`config.mk`:
```
export PLATFORM = sky130hd
export DESIGN_NAME = colour_rom_arbiter
export DESIGN_NICKNAME = d
export VERILOG_FILES = /design/src/rtl/colour_pkg.sv /design/src/rtl/rr_arb2.sv /design/src/rtl/colour_rom_arbiter.sv
export SDC_FILE = /design/constraint.sdc
export NUM_CORES = 1
export LEC_CHECK = 0
export CORE_ASPECT_RATIO = 0.75
export CORE_MARGIN = 3
export CORE_UTILIZATION = 40
export CTS_BUF_LIST = sky130_fd_sc_hd__clkbuf_16
export CTS_CLUSTER_DIAMETER = 80
export DETAILED_ROUTE_END_ITERATION = 12
export GPL_TIMING_DRIVEN = 0
export PLACE_DENSITY_LB_ADDON = 0.2
export RECOVER_POWER = 50
export SYNTH_ARGS = -nofsm -noshare
export SYNTH_HDL_FRONTEND = slang
export SYNTH_HIERARCHICAL = 1
export SYNTH_SLANG_ARGS = --single-unit
```
`constraint.sdc`:
```
create_clock -name clk -period 7.6 [get_ports clk]
set_input_delay 1.52 -clock clk [delete_from_list [all_inputs] [get_ports clk]]
set_output_delay 1.52 -clock clk [all_outputs]
set_load 0.01 [all_outputs]
```
`src/rtl/colour_pkg.sv`:
```
// colour_pkg: shared widths, named colour codes and slot states for the colour ROM front end
package colour_pkg;
  localparam int COL_W = 3;
  localparam int RGB_W = 24;
  typedef enum logic [COL_W-1:0] {BLACK, BLUE, GREEN, CYAN, RED, MAGENTA, YELLOW, WHITE} colour_e;
  typedef enum logic [1:0] {IDLE, FLIGHT, HOLD} slot_e;
endpackage

```
`src/rtl/rr_arb2.sv`:
```
// rr_arb2: two-way round-robin arbiter; on a tie the requester not granted most recently wins
module rr_arb2 (
  input  logic       clk,
  input  logic       rst,
  input  logic [1:0] eligible,
  output logic [1:0] grant
);
  logic ptr_q, ptr_d;
  always_comb begin
    grant = (&eligible) ? (ptr_q ? 2'b10 : 2'b01) : eligible;
    ptr_d = (|grant) ? grant[0] : ptr_q;
  end
  always_ff @(posedge clk) ptr_q <= rst ? 1'b0 : ptr_d;
endmodule

```
`src/rtl/colour_rom_arbiter.sv`:
```
// colour_rom_arbiter: lets two requesters share one 1-cycle colour ROM, buffering each result until accepted
module colour_rom_arbiter #(
  parameter int COL_W = colour_pkg::COL_W,
  parameter int RGB_W = colour_pkg::RGB_W
) (
  input  logic             clk,
  input  logic             rst,
  input  logic             req0_valid,
  input  logic [COL_W-1:0] req0_colour,
  output logic             req0_ready,
  output logic             rsp0_valid,
  output logic [RGB_W-1:0] rsp0_rgb,
  input  logic             rsp0_ready,
  input  logic             req1_valid,
  input  logic [COL_W-1:0] req1_colour,
  output logic             req1_ready,
  output logic             rsp1_valid,
  output logic [RGB_W-1:0] rsp1_rgb,
  input  logic             rsp1_ready,
  output logic             rom_en,
  output logic [COL_W-1:0] rom_addr,
  input  logic [RGB_W-1:0] rom_rgb
);
  import colour_pkg::*;
  logic [1:0] req_v, rsp_r, elig, grant;
  logic [COL_W-1:0] col [2];
  slot_e st_q [2];
  slot_e st_d [2];
  logic [RGB_W-1:0] rgb_q [2];
  logic [RGB_W-1:0] rgb_d [2];
  logic fl_v_q, fl_id_q;
  assign req_v  = {req1_valid, req0_valid};
  assign rsp_r  = {rsp1_ready, rsp0_ready};
  assign col[0] = req0_colour;
  assign col[1] = req1_colour;
  // a held slot can release and re-accept in the same cycle
  always_comb begin
    elig = '0;
    for (int n = 0; n < 2; n++)
      elig[n] = !rst && req_v[n] && (st_q[n] == IDLE || (st_q[n] == HOLD && rsp_r[n]));
  end
  rr_arb2 u_arb (
    .clk      (clk),
    .rst      (rst),
    .eligible (elig),
    .grant    (grant)
  );
  always_comb begin
    for (int n = 0; n < 2; n++) begin
      st_d[n] = st_q[n];
      if (grant[n]) st_d[n] = FLIGHT;
      else if (st_q[n] == FLIGHT) st_d[n] = HOLD;
      else if (st_q[n] == HOLD && rsp_r[n]) st_d[n] = IDLE;
      rgb_d[n] = (fl_v_q && fl_id_q == n[0]) ? rom_rgb : rgb_q[n];
    end
  end
  // clearing the owner tag on reset discards ROM data still arriving
  always_ff @(posedge clk) begin
    if (rst) begin
      st_q    <= '{IDLE, IDLE};
      rgb_q   <= '{default: '0};
      fl_v_q  <= 1'b0;
      fl_id_q <= 1'b0;
    end else begin
      st_q    <= st_d;
      rgb_q   <= rgb_d;
      fl_v_q  <= |grant;
      fl_id_q <= grant[1];
    end
  end
  assign req0_ready = grant[0];
  assign req1_ready = grant[1];
  assign rsp0_valid = st_q[0] == HOLD;
  assign rsp1_valid = st_q[1] == HOLD;
  assign rsp0_rgb   = rgb_q[0];
  assign rsp1_rgb   = rgb_q[1];
  assign rom_en     = |grant;
  assign rom_addr   = grant[1] ? col[1] : grant[0] ? col[0] : '0;
endmodule

```
Yosys cells after proc, flatten, opt, wreduce, memory -nomap -nowiden --
Cells that the tools add are included.
Cells by class: equal/unequal tests 4, mux-type cells 10, bitwise operators 1, reductions and logical operators 21
Operators with widths (number):
- 2-bit 2-to-1 mux | 6
- 1-bit logical AND | 8
- 3-bit 2-to-1 mux | 2
- 3-bit nonzero test | 2
- 2-bit OR reduction | 3
- 2-bit by 1-bit == test with 1-bit output, second input constant | 2
- 2-bit == test, second input constant | 2
- 2-bit zero test | 2
- 2-bit nonzero test | 2
- 1-bit logical OR | 2
- 1-bit 2-to-1 mux | 2
- 2-bit AND reduction | 1
- 1-bit zero test | 1
- 1-bit NOT | 1
Word-level totals: bits in registers 55, logic and storage cells 45, bits of input ports 36, output and inout port bits 56

Logic depth before layout (Yosys ltp) --
Gate-level depths: netlist of the first run.
word-level depth 8, gate-level depth with buffers 6, mapped depth without buffers 5

Modules after synthesis --
The synthesis of the first run kept the hierarchy.
By module, submodules not included:
- colour_rom_arbiter | seq. area each 1081.0 um2, instances 1, cells each 213, area an instance 2257.2 um2
- rr_arb2 | seq. area each 20.0 um2, instances 1, cells each 6, area an instance 50.0 um2

Least setup slack after synthesis of the first run --
OpenSTA, ideal clock, no wires.
kind input to output, start point in rst, end point out rom_addr[0], setup slack 2749 ps, required time 6080 ps, data arrival time 3331 ps, buffers on the path 2, stages 6, cells stage by stage buf_2 buf_2 nor4b_1 a21boi_0 nor2b_1 a22o_1
On the way: elaborated cells on any way between the ends 9, those cells by class mux (3); reduce/logical (6)
RTL lines:
- from (decl) | line colour_rom_arbiter.sv:7 | input logic rst,
- 1-bit zero test * | line colour_rom_arbiter.sv:40 | elig[n] = !rst && req_v[n] && (st_q[n] == IDLE || (st_q[n] == HOLD && rsp_r[n]));
- 1-bit logical AND * (2 in a row) | line colour_rom_arbiter.sv:40
- named net elig[1] | line colour_rom_arbiter.sv:25 | logic [1:0] req_v, rsp_r, elig, grant;
- 2-bit AND reduction | line rr_arb2.sv:10 | grant = (&eligible) ? (ptr_q ? 2'b10 : 2'b01) : eligible;
- 2-bit 2-to-1 mux * | line rr_arb2.sv:10
- named net req1_ready | line colour_rom_arbiter.sv:16 | output logic req1_ready,
- 3-bit 2-to-1 mux * | line colour_rom_arbiter.sv:78 | assign rom_addr = grant[1] ? col[1] : grant[0] ? col[0] : '0;
- to (decl) | line colour_rom_arbiter.sv:21 | output logic [COL_W-1:0] rom_addr,
The timed path passes the listed nets; every way through them passes the cells marked *.

Final worst setup path of the first run --
start point in rst, end point out rom_addr[0]
On the way: cells in the longest elaborated chain, start to end 7, elaborated cells on any way between the ends 9, those cells by class mux (3); reduce/logical (6)
Ends and longest elaborated chain (line):
- 1-bit zero test * | colour_rom_arbiter.sv:40
- 1-bit logical AND * (2 in a row) | colour_rom_arbiter.sv:40
- named net elig[1] | colour_rom_arbiter.sv:25
- 2-bit AND reduction | rr_arb2.sv:10
- 2-bit 2-to-1 mux * | rr_arb2.sv:10
- 3-bit 2-to-1 mux | colour_rom_arbiter.sv:78
- 3-bit 2-to-1 mux * | colour_rom_arbiter.sv:78
Marks and branches as above.

==> impl_metrics.json, run 1 <==
{
  "drt_pass1_iterations": 4,
  "period_share_pct": 80.83,
  "cts_inserted_buffers": 5,
  "mostFrequentLayoutCell": "nand2b_1",
  "setup_tns_ps": 0,
  "die_area_mm2": 0.006724,
  "finalHoldViolations": 0,
  "whs_ps": 475.3,
  "start_util_pct": 42.20,
  "final-setup-viol-count": 0,
  "clockBufferDepth": 2,
  "io_pins": 92,
  "worst_pin_slew_ps": 939.8,
  "synthDistinctLibCells": 18,
  "ys_warn_count": 6,
  "synth_area_leaders": "dfxtp_1 48%, mux2i_1 21%, nand2b_1 20%, nor2b_1 2.2%, buf_6 2.0%",
  "cp.arrival_ps": 4620,
  "syn_area_per_cell_um2": 10.54,
  "yosys_register_bits": 55,
  "seqCellArea_mm2": 0.001101,
  "rows": 23,
  "crit_path_end_kind": "output port",
  "syn_to_final_growth_pct": 49.29,
  "vias": 1791,
  "synth_top_area_cell": "dfxtp_1",
  "fp.dieH_um": 71.77,
  "root_buffer": "clkbuf_16",
  "cts_resized": 0,
  "slew_viol_final": 0,
  "grt.total_usage_pct": 15.87,
  "path_class": "in -> out",
  "max_freq_mhz": 162.8,
  "cp_slowest_cell": "a21boi_0",
  "final_antenna_net_count": 0,
  "synth-async-reset-ratio_pct": 0,
  "cts_hold_buf": 0,
  "grt_pass1_vias": 1874,
  "max_cap_violations": 0,
  "start_kind": "input port",
  "vdd_drop_max_mv": 0.08671,
  "multi_input_area_mm2": 0.001116,
  "gp_congestion": 0.7510,
  "cp_cell_sequence": "dlygate4sd3_1 > clkbuf_1 > buf_2 > nor4b_1 > a21boi_0 > nor2b_1 > a22o_1 > clkdlybuf4s50_1",
  "dp.final_hpwl_um": 3925,
  "drc": 0,
  "wire_per_inst_um": 13.36,
  "cts_tree": "built",
  "vias_per_cell": 4.569,
  "fin_crit_ps": 6143,
  "dieWidth_um": 93.70,
  "drtIter0Drc": 41,
  "yosysSeqAreaShare_pct": 47.72,
  "status": "finished clean",
  "min_path_type": "reg -> reg",
  "worstSkewPairLatency_ps": 290,
  "critical_path.max_stage_delay_ps": 810,
  "p_leak_nw": 1.411,
  "diodes": 0,
  "synth_nets": 255,
  "port_buffers": 91,
  "postCtsSetupBuffers": 0,
  "clk_pin_slew_worst_paths_ps": 60,
  "grt_max_degree": 16,
  "grt_remaining_overflow": 0,
  "grt_pass1_wl_um": 8583,
  "drive_gt1_share_pct": 4.416,
  "fin_nets": 353,
  "syn_area_mm2": 0.002307,
  "rsz0062_at_grt": "false",
  "core_mm2": 0.005468,
  "powerDensity_mw_per_mm2": 175.0,
  "required_ps": 6080,
  "cts_sinks": 55,
  "synth-main-ff-cell": "dfxtp_1",
  "synth_top_area_share_pct": 47.72,
  "maxSlewHeadroom_pct": 36.78,
  "cp_max_fo": 10,
  "synthCells": 219,
  "synth_edf_count": 0,
  "layout_common_cells": "73 x nand2b_1, 71 x clkdlybuf4s50_1, 55 x dfxtp_1, 48 x mux2i_1, 20 x dlygate4sd3_1",
  "nFillCells": 483,
  "final_core_utilization_pct": 63.00,
  "antenna_found_initial": 0,
  "cts_max_level": 2,
  "fin_skew_ps": 4.545,
  "drt_wl_total_um": 5238
}
## power breakdown
part	leakage, nW	internal, mW	total (mW)	switching, mW
clock	0.0671	0.119	0.212	0.0938
combinational	0.897	0.0530	0.0864	0.0335
sequential	0.446	0.298	0.304	0.00573
total	1.41	0.470	0.603	0.133
## cells by family (layout without fill, tap and decap cells)
group                  Yosys count  count (layout)  share of synthesized area [%]
flip-flops                      55              55                          47.72
AO/OA/AOI/OAI                   10              10                          3.200
buffers and inverters           15             113                          3.904
multiplexers                    48              48                          20.82
AND/OR/NAND/NOR                 91              91                          24.35
## Yosys cell counts, drive strengths merged (2+ instances only)
cell and instances:
mux2i 48, a21boi 2, clkbuf 7, a22o 3, nor2 5, nand2b 73
o21a 2, a21oi 2, nor2b 8, dfxtp 55, nor4b 2, buf 7
## layer usage
| metal | global-route usage, % | routed length [um] | up-vias |
|---|---|---|---|
| li1 | - | - | 914 |
| met1 | 20.23 | 2509 | 812 |
| met2 | 26.44 | 2328 | 60 |
| met3 | 4.827 | 359 | 5 |
| met4 | 3.846 | 41 | 0 |
| met5 | 0 | 0 | - |
## through the flow
step           total power, mW  setup slack [ps]  std cells  instance area [um2]
4_1_cts                 0.6131              1615        392                 3446
3_3_place_gp            0.3982              1671        385                 3312
6_report                0.6027              1457        392                 3445
2_1_floorplan           0.3508              2749        219                 2307
5_1_grt                 0.6307              1275        392                 3445
3_5_place_dp            0.3991              1632        385                 3312
## cell type report
class,instances,area share [%]
Sequential cell,55,31.97
Timing Repair Buffer,91,26.44
Multi-Input combinational cell,149,32.40
Clock inverter,2,0.2543
Buffer,14,2.470
Clock buffer,5,3.632
Tap cell,75,2.724
Inverter,1,0.1090
## path summary, 6_finish.rpt
path	start	endpoint	slack, ps	cells past startpoint
hold reg to reg	rsp1_rgb[2]$_SDFFE_PP0P_	rsp1_rgb[2]$_SDFFE_PP0P_	480	2
setup reg to reg	st_q[1]$_SDFFE_PP0P_	fl_v_q$_SDFF_PP0_	5510	5
hold / removal	rsp1_rgb[2]$_SDFFE_PP0P_	rsp1_rgb[2]$_SDFFE_PP0P_	480	2
setup / recovery	rst	rom_addr[0]	1460	8
## worst max-delay path: cells and delay by family
family                 cells  cell delay (ps)
AND/OR/NAND/NOR            2              620
buffers and inverters      4             1450
AO/OA/AOI/OAI              2             1040
## sequential cells by signal (all words and copies together), names as in the netlist
register     flops
st_q             4
rsp0_rgb        24
fl_v_q           1
u_arb/ptr_q      1
rsp1_rgb        24
fl_id_q          1
Note: power is estimated with default switching activity, not from simulation.
==> inputs of run 2 (changes only) <==
CORE_UTILIZATION = 39   (was 40)
clock period = 5.2 ns   (was 7.6 ns; I/O delays follow)
==> run 2 against run 1 <==
Against the previous run: sequential share of layout area fell by 0.32 points; largest cell class unchanged; largest power group unchanged; critical path type unchanged; clock skew up 3.2 ps; wire length rose by 4.9%; clock-buffer cell count is the same; critical endpoint is now rom_addr[2].
==> impl_metrics.json, run 2 (same netlist as run 1, synthesis figures left out) <==
{
  "top_usage_layer": "met2",
  "worst_pin_slew_ps": 651.4,
  "die_area_mm2": 0.006885,
  "mostFrequentLayoutCell": "nand2b_1",
  "max_freq_mhz": 205.1,
  "clk_pin_slew_worst_paths_ps": 70,
  "fin_skew_ps": 7.740,
  "start_util_pct": 41.76,
  "cts_max_level": 2,
  "p_int_uw": 739.1,
  "period_share_pct": 93.76,
  "setup_tns_ps": 0,
  "cts_tree": "built",
  "gp_congestion": 0.7514,
  "drive_gt1_share_pct": 5.031,
  "layout_setup_ws_ps": 324.2,
  "drt_pass1_iterations": 4,
  "cts_inserted_buffers": 5,
  "powerDensity_mw_per_mm2": 272.8,
  "vias": 1845,
  "p_leak_nw": 1.500,
  "sequentialPowerShare_pct": 46.8,
  "fp.dieH_um": 72.61,
  "drtIter0Drc": 31,
  "port_buffers": 91,
  "crit_path_end_kind": "output port",
  "switchingPower_uw": 210.0,
  "cts_hold_buf": 0,
  "layout_common_cells": "73 x nand2b_1, 55 x dfxtp_1, 51 x clkdlybuf4s50_1, 48 x mux2i_1, 40 x dlygate4sd3_1",
  "vdd_drop_max_mv": 0.1747,
  "rsz0062_at_grt": "false",
  "io_pins": 92,
  "path_class": "in -> out",
  "cp.arrival_ps": 3840,
  "root_buffer": "clkbuf_16",
  "r2r_slack_ps": 3330,
  "drc": 0,
  "dp.final_hpwl_um": 4028,
  "final_core_utilization_pct": 62.98,
  "worstSkewPairLatency_ps": 290,
  "wire_per_inst_um": 13.98,
  "diodes": 0,
  "grt_max_degree": 18,
  "grt_remaining_overflow": 0,
  "maxSlewHeadroom_pct": 56.48,
  "met3_usage_pct": 5.052,
  "grt_pass1_vias": 1892,
  "clockBufferDepth": 2,
  "cp_max_fo": 10,
  "required_ps": 4160,
  "vias_per_cell": 4.695,
  "core_mm2": 0.005525,
  "pre_cts_ws_ps": 104.6,
  "power.share.switching_pct": 22.13,
  "fin_crit_ps": 4876,
  "start_kind": "input port",
  "grtUsageMet1_pct": 21.09,
  "cts_sinks": 55,
  "power_frac_comb_pct": 13.3,
  "min_path_type": "reg -> reg",
  "max_cap_violations": 0,
  "rows": 23,
  "grtUsageMet2_pct": 27.97,
  "fin_nets": 353,
  "grt.total_usage_pct": 16.70,
  "final_antenna_net_count": 0,
  "power_frac_clock_pct": 40.0,
  "slew_viol_final": 0,
  "drt_wl_total_um": 5493,
  "antenna_found_initial": 0,
  "final-setup-viol-count": 0,
  "nFillCells": 491,
  "grt_pass1_wl_um": 8907,
  "dieWidth_um": 94.82,
  "syn_to_final_growth_pct": 50.81,
  "status": "finished clean",
  "finalHoldViolations": 0
}
-- run 2: cell count changes in the layout (fill, tap and decap cells not counted) --
cell	before	now
clkbuf_1	8	7
inv_6	0	1
bufinv_16	0	1
buf_2	2	3
dlygate4sd3_1	20	40
a21boi_1	0	1
a21boi_0	2	1
clkinv_2	1	0
clkdlybuf4s50_1	71	51
-- run 2: final cells by class --
class / instances / area, um2 / area share (%)
buffer: 14 / 86.33 / 2.481
clock buffer: 5 / 125.1 / 3.596
clock inverter: 3 / 42.54 / 1.223
inverter: 1 / 3.754 / 0.1079
multi-input combinational: 149 / 1116 / 32.07
sequential: 55 / 1101 / 31.64
tap: 75 / 93.84 / 2.697
timing repair buffer: 91 / 910.9 / 26.18
-- run 2: per-stage QoR --
stage,std cells,hold WS (ps),area (um2),power (mW)
after CTS,393,478.0,3480,0.9609
after detailed placement,385,467.1,3312,0.5840
after global placement,385,459.6,3312,0.5821
after global routing,393,504.1,3480,0.9840
after floorplan,219,451.3,2307,0.5127
final,393,471.8,3480,0.9491
-- run 2: critical path: stages --
cell	delay [ps]
clkdlybuf4s50_1	420
buf_2	170
buf_2	180
nor4b_1	470
a21boi_0	530
nor2b_1	290
a22o_1	180
clkdlybuf4s50_1	540
-- run 2: power by group through the flow --
stage | sequential [mW] | combinational [mW] | clock, mW
after floorplan | 0.458 | 0.0544 | 0
after global placement | 0.453 | 0.129 | 0
after detailed placement | 0.454 | 0.130 | 0
after CTS | 0.444 | 0.131 | 0.386
after global routing | 0.445 | 0.137 | 0.402
final | 0.444 | 0.126 | 0.379
-- run 2: what timing repair did --
action / in CTS / in global routing
buffers inserted: 0 / 0
gates resized for setup: 0 / 1
setup endpoints to repair: 0 / 4
-- run 2: worst paths after layout --
path / start / endpoint / cells after the start
worst max-delay path: rst / rom_addr[2] / 8
worst min-delay path: rsp1_rgb[3]$_SDFFE_PP0P_ / rsp1_rgb[3]$_SDFFE_PP0P_ / 2
worst max register to register: st_q[1]$_SDFFE_PP0P_ / fl_v_q$_SDFF_PP0_ / 5
worst min register to register: rsp1_rgb[3]$_SDFFE_PP0P_ / rsp1_rgb[3]$_SDFFE_PP0P_ / 2
-- run 2: layer usage --
metal | routed length [um] | up-vias
li1 | - | 915
met5 | 0 | -
met3 | 438 | 6
met1 | 2520 | 862
met4 | 57 | 0
met2 | 2477 | 62
